[config.mk]
export PLATFORM = sky130hd
export DESIGN_NAME = id_ex_stage
export DESIGN_NICKNAME = d
export VERILOG_FILES = /design/src/rtl/id_ex_stage.sv
export SDC_FILE = /design/constraint.sdc
export NUM_CORES = 1
export LEC_CHECK = 0
export ABC_AREA = 1
export CORE_ASPECT_RATIO = 2
export CORE_MARGIN = 5
export CORE_UTILIZATION = 40
export CTS_BUF_LIST = sky130_fd_sc_hd__clkbuf_8
export CTS_CLUSTER_SIZE = 30
export DETAILED_ROUTE_END_ITERATION = 10
export PLACE_DENSITY_LB_ADDON = 0.15
export SYNTH_ARGS = -nofsm -noshare
export SYNTH_HDL_FRONTEND = slang
export SYNTH_SLANG_ARGS = --single-unit
[constraint.sdc]
create_clock -name clk -period 2 [get_ports clk]
set_clock_uncertainty 0.2 [all_clocks]
set_input_delay 0.4 -clock clk [delete_from_list [all_inputs] [get_ports clk]]
set_output_delay 0.4 -clock clk [all_outputs]
set_load 0.02 [all_outputs]
[src/rtl/id_ex_stage.sv]
// ---------------------------------------------------------------------------
// id_ex_stage
//
// ID/EX pipeline register placed directly in front of the ALU. Each cycle it
// takes one decoded instruction plus register-file read data and:
//   - resolves RAW hazards by forwarding from EX, MEM and WB (EX highest),
//   - selects ALU operand A (PC or rs1) and operand B (immediate or rs2),
//   - registers the operands, store data, ALU select and control bits,
//   - detects a load-use hazard against the instruction currently held here,
//     stalls decode for one cycle and inserts a bubble.
//
// Ports
//   clk, rst                    clock and synchronous active-high reset
//   id_valid / id_ready         decode handshake (id_ready is combinational)
//   id_rs1, id_rs2, id_rd       register indices
//   id_rs1_used, id_rs2_used    instruction actually reads rs1 / rs2
//   id_rs1_data, id_rs2_data    register-file read data
//   id_pc, id_imm               PC and sign-extended immediate
//   id_use_pc, id_use_imm       operand A = PC, operand B = immediate
//   id_alu_sel                  ALU operation code
//   id_reg_write, id_mem_read, id_mem_write   control bits
//   ex_alu_result               ALU output for the instruction held here
//   mem_rd, mem_reg_write, mem_result         MEM-stage forwarding source
//   wb_rd, wb_reg_write, wb_result            WB-stage forwarding source
//   hold                        downstream stall, freeze contents
//   flush                       redirect, kill contents
//   ex_*                        registered ID/EX contents
// ---------------------------------------------------------------------------
module id_ex_stage #(
    parameter int DATA_WIDTH     = 32,
    parameter int SEL_WIDTH      = 4,
    parameter int REG_ADDR_WIDTH = 5
) (
    input  logic                      clk,
    input  logic                      rst,

    input  logic                      id_valid,
    output logic                      id_ready,
    input  logic [REG_ADDR_WIDTH-1:0] id_rs1,
    input  logic [REG_ADDR_WIDTH-1:0] id_rs2,
    input  logic [REG_ADDR_WIDTH-1:0] id_rd,
    input  logic                      id_rs1_used,
    input  logic                      id_rs2_used,
    input  logic [DATA_WIDTH-1:0]     id_rs1_data,
    input  logic [DATA_WIDTH-1:0]     id_rs2_data,
    input  logic [DATA_WIDTH-1:0]     id_pc,
    input  logic [DATA_WIDTH-1:0]     id_imm,
    input  logic                      id_use_pc,
    input  logic                      id_use_imm,
    input  logic [SEL_WIDTH-1:0]      id_alu_sel,
    input  logic                      id_reg_write,
    input  logic                      id_mem_read,
    input  logic                      id_mem_write,

    input  logic [DATA_WIDTH-1:0]     ex_alu_result,
    input  logic [REG_ADDR_WIDTH-1:0] mem_rd,
    input  logic                      mem_reg_write,
    input  logic [DATA_WIDTH-1:0]     mem_result,
    input  logic [REG_ADDR_WIDTH-1:0] wb_rd,
    input  logic                      wb_reg_write,
    input  logic [DATA_WIDTH-1:0]     wb_result,

    input  logic                      hold,
    input  logic                      flush,

    output logic                      ex_valid,
    output logic [DATA_WIDTH-1:0]     ex_data_a,
    output logic [DATA_WIDTH-1:0]     ex_data_b,
    output logic [DATA_WIDTH-1:0]     ex_store_data,
    output logic [SEL_WIDTH-1:0]      ex_alu_sel,
    output logic [REG_ADDR_WIDTH-1:0] ex_rd,
    output logic                      ex_reg_write,
    output logic                      ex_mem_read,
    output logic                      ex_mem_write
);

    // Registered ID/EX contents
    logic                      valid_reg;
    logic [DATA_WIDTH-1:0]     data_a_reg;
    logic [DATA_WIDTH-1:0]     data_b_reg;
    logic [DATA_WIDTH-1:0]     store_data_reg;
    logic [SEL_WIDTH-1:0]      alu_sel_reg;
    logic [REG_ADDR_WIDTH-1:0] rd_reg;
    logic                      reg_write_reg;
    logic                      mem_read_reg;
    logic                      mem_write_reg;

    // Source operands indexed 0 = rs1, 1 = rs2 so both share one forwarding mux
    logic [REG_ADDR_WIDTH-1:0] src_idx [2];
    logic [DATA_WIDTH-1:0]     src_data[2];
    logic                      src_used[2];
    logic [DATA_WIDTH-1:0]     fwd_data[2];
    logic                      src_load_hit[2];

    logic                      ex_fwd_ok;
    logic                      load_use;
    logic [DATA_WIDTH-1:0]     data_a_next;
    logic [DATA_WIDTH-1:0]     data_b_next;

    assign src_idx[0]  = id_rs1;
    assign src_idx[1]  = id_rs2;
    assign src_data[0] = id_rs1_data;
    assign src_data[1] = id_rs2_data;
    assign src_used[0] = id_rs1_used;
    assign src_used[1] = id_rs2_used;

    // A load held here has no data yet, so it can never be an EX forward source;
    // that case is covered by the load-use stall instead.
    assign ex_fwd_ok = valid_reg && reg_write_reg && !mem_read_reg;

    generate
        for (genvar gi = 0; gi < 2; gi++) begin : g_src
            always_comb begin
                fwd_data[gi] = src_data[gi];
                if (src_idx[gi] == '0) begin
                    fwd_data[gi] = '0;
                end else if (ex_fwd_ok && rd_reg == src_idx[gi]) begin
                    fwd_data[gi] = ex_alu_result;
                end else if (mem_reg_write && mem_rd == src_idx[gi]) begin
                    fwd_data[gi] = mem_result;
                end else if (wb_reg_write && wb_rd == src_idx[gi]) begin
                    fwd_data[gi] = wb_result;
                end
            end

            assign src_load_hit[gi] = src_used[gi] && (src_idx[gi] == rd_reg);
        end
    endgenerate

    assign load_use = id_valid && valid_reg && mem_read_reg && (rd_reg != '0) &&
                      (src_load_hit[0] || src_load_hit[1]);

    assign id_ready = !hold && !load_use;

    assign data_a_next = id_use_pc  ? id_pc  : fwd_data[0];
    assign data_b_next = id_use_imm ? id_imm : fwd_data[1];

    // Flush beats hold; a load-use bubble only applies when not held.
    always_ff @(posedge clk) begin
        if (rst || flush || (!hold && load_use)) begin
            valid_reg      <= 1'b0;
            data_a_reg     <= '0;
            data_b_reg     <= '0;
            store_data_reg <= '0;
            alu_sel_reg    <= '0;
            rd_reg         <= '0;
            reg_write_reg  <= 1'b0;
            mem_read_reg   <= 1'b0;
            mem_write_reg  <= 1'b0;
        end else if (!hold) begin
            valid_reg      <= id_valid;
            data_a_reg     <= data_a_next;
            data_b_reg     <= data_b_next;
            store_data_reg <= fwd_data[1];
            alu_sel_reg    <= id_alu_sel;
            rd_reg         <= id_rd;
            reg_write_reg  <= id_valid && id_reg_write;
            mem_read_reg   <= id_valid && id_mem_read;
            mem_write_reg  <= id_valid && id_mem_write;
        end
    end

    assign ex_valid      = valid_reg;
    assign ex_data_a     = data_a_reg;
    assign ex_data_b     = data_b_reg;
    assign ex_store_data = store_data_reg;
    assign ex_alu_sel    = alu_sel_reg;
    assign ex_rd         = rd_reg;
    assign ex_reg_write  = reg_write_reg;
    assign ex_mem_read   = mem_read_reg;
    assign ex_mem_write  = mem_write_reg;

endmodule

==> results.yml <==
critical_path:
  arrival_ps: 1590
  startpoint: "ex_rd[1]$_SDFFE_PP0N_"
  worst_ep_required_time_ps: 1400
  crit_family: "simple AND/OR/NAND/NOR gates"
  timing.rr.end: "ex_data_b[22]$_SDFFE_PP0N_"
  critPathSlowestCell: "dfxtp_2"
  worstSetupPathType: "register to output pin"
  path_buf_inv: 2
  worstPathMaxFanout: 4
  slowest_delay_ps: 350
  r2r_cells: 12
  reg2reg_from: "ex_rd[0]$_SDFFE_PP0N_"
  crit_chain: "buf_6 > nor2_2 > nor3_4 > nand4_1 > nand2_2 > a21oi_2 > buf_6"
  cp_common_cell: "buf_6"
  cp-end-kind: "output pin"
  rrSetupSlack_ps: -160
  worstSetupStartpointType: "register"
sta:
  timing.final.ws_setup_ps: -192
  period_needed_ps: 2190
  fmax_mhz: 456
  rsz0062_at_grt: "yes"
  hold_violations: 0
  setup-violations-final: 110
  post-route-period-util_pct: 110
  tns_ps: -6740
  slew_viol_final: 0
  slew_headroom_pct: 67.5
  worstMarginPinSlew_ps: 488
  holdWs_ps: 269
synthesis:
  ys_seq_area_share_pct: 24.1
  syn_nets: 1849
  yosys_warnings: 0
  synthTopCellsByArea: "dfxtp_1 (24%), nand2_1 (13%), nand3_1 (13%)"
  syn_area_um2: 9040
  ys_ff_latch: 109
  yosysTopAreaCell: "dfxtp_1"
  synthCells: 1582
  syn_area_per_cell_um2: 5.72
  yosysUniqueCellTypes: 29
  synth_top_area_share_pct: 24.1
drt:
  drc: 0
  drtAntennaViolNets: 0
  first_iter_violations: 1152
  vias: 12200
  dr.pass1.iters: 6
  wl_per_cell_um: 20.4
  viasPerCell: 5.35
  drt-total-wl_um: 46600
grt:
  grt-busiest-layer: "met2"
  grt.met3_usage_pct: 8.26
  grtUsageMet1_pct: 39.8
  grt_pass1_vias: 11100
  antenna_found_initial: 6
  grt_max_degree: 92
  grt_overflow_total: 0
  met2_usage_pct: 48.6
  grt_pass1_wl_um: 62500
  grt_use_total_pct: 30.6
placed_design:
  portBuffers: 376
  place_congestion: 0.930
  post-place-ws_ps: -804
  dp_hpwl_um: 31100
final_layout:
  final_layout_size_suffix_gt1_share_pct: 22.1
  fillers: 2032
  area_delta_synth_final_pct: 71.6
  fin_nets: 2256
status:
  status: "complete, but fails checks"
  violations: "negative setup slack"
hold_path:
  min_from: "ex_alu_sel[0]$_SDFFE_PP0N_"
  min_to: "ex_alu_sel[0]$_SDFFE_PP0N_"
  hold_class: "register to register"
  holdPathStages: 2
die:
  io_pins: 377
  start_util_pct: 40.3
  num_rows: 78
  die_width_um: 116
  die-area_um2: 25900
  core_um2: 22400
  die_h_um: 223
clock_network:
  clockBufferDepth: 2
  numCtsBuffers: 9
  root_buffer: "clkbuf_8"
  cts_hold_buf: 0
  cts_tree: "done"
  clock_sinks: 109
  htree_levels: 3
  cts.clk_slew.worst_paths_ps: 120
  worst_skew_pair.late_latency_ps: 410
power:
  peakVddDrop_uv: 611
  p_leak_nw: 8.43
  powerDensity_nw_per_um2: 407
  finalPower_mw: 6.32
flow_run:
  maxCapViolations: 0
-- state kept, by name, indices dropped and copies added (netlist names), 4 cells and up --
name and flops:
ex_alu_sel 4, ex_data_a 32, ex_data_b 32, ex_rd 5
ex_store_data 32
-- Yosys cell counts, drive strengths merged --
cell type and number:
nor2 168, a21oi 168, xnor2 2, nand2 340
o21ai 11, clkbuf 58, buf 59, nand4 98
xor2 1, inv 259, a22oi 4, a31o 1
nor3 4, dfxtp 109, nand3 236, or2 64
-- cell usage in the layout (no fill, tap or decap), types with 10 or more instances in the layout --
cell	instances
nand2_1	295
clkdlybuf4s50_1	252
inv_1	245
nand3_1	183
a21oi_1	130
nor2_1	108
dfxtp_1	104
nand4_1	98
or2_2	64
buf_4	64
dlygate4sd2_1	63
dlymetal6s2s_1	57
nand3_2	46
nor2_2	38
a21oi_2	38
buf_12	35
nand2_2	29
nor2_4	20
buf_6	20
clkbuf_16	16
nand2_4	15
inv_2	11
o21ai_0	10
clkbuf_8	10
-- worst register-to-register path: stages (launching register included) --
cell       delay (ps)
dfxtp_4           420
inv_4              60
buf_6             130
nand3_1            80
nand4_1           170
inv_2             130
buf_4             110
buf_4             100
nand3_4           140
buf_12            190
clkbuf_16         170
nand3_1           100
a21oi_1            60
-- power by group --
group | internal, mW | total, mW | switching [mW]
Clock | 0.653 | 1.60 | 0.944
Sequential | 2.26 | 2.31 | 0.0495
Combinational | 1.16 | 2.42 | 1.26
-- worst max-delay path by stage --
stage	cells after the start	to	slack (ps)
4_1_cts	7	id_ready	-220
2_1_floorplan	4	id_ready	50
5_1_grt	7	id_ready	-300
3_3_place_gp	8	id_ready	-780
3_5_place_dp	8	id_ready	-800
6_report	7	id_ready	-190
-- per-stage QoR --
stage	area [um2]	instances	util [%]
finish	15500	2279	69.1
global route	15500	2279	69.1
CTS	14300	2248	63.8
detailed placement	13600	2212	60.7
global placement	13600	2212	60.7
floorplan	9040	1582	-
-- repair_timing --
item                       4_1_cts  5_1_grt
hold endpoints to repair         0        0
gates resized for setup        157      194
pin swaps                       30       63
setup buffers                   17       13
setup endpoints to repair      166      157
gates cloned                     4       22
-- metal layers --
| layer | share of wire (%) | vias to the layer above | wire length, um |
|---|---|---|---|
| li1 | - | 5855 | - |
| met2 | 47 | 704 | 21900 |
| met4 | 5.0 | 2 | 2320 |
| met5 | 0.026 | - | 12 |
| met1 | 37 | 5490 | 17400 |
| met3 | 11 | 151 | 4940 |
-- layout make-up --
type	instances	area, um2	area share (%)
antenna	5	12.5	0.0806
clock buffer	10	138	0.887
clock inverter	6	86.3	0.556
inverter	259	978	6.31
multi-input combinational	1097	6070	39.1
sequential	109	2200	14.2
tap	280	350	2.26
timing repair buffer	513	5690	36.6
-- logic make-up (layout without fill, tap and decap cells) --
kind of cell,Yosys count,count (layout),synth area share [%]
buf+inv,376,788,17.1
flops,109,109,24.1
xor+xnor,3,3,0.374
other cells,0,5,0
simple gates,910,910,48.0
compound gates,184,184,10.4
Power figures use the tool's default switching activity.
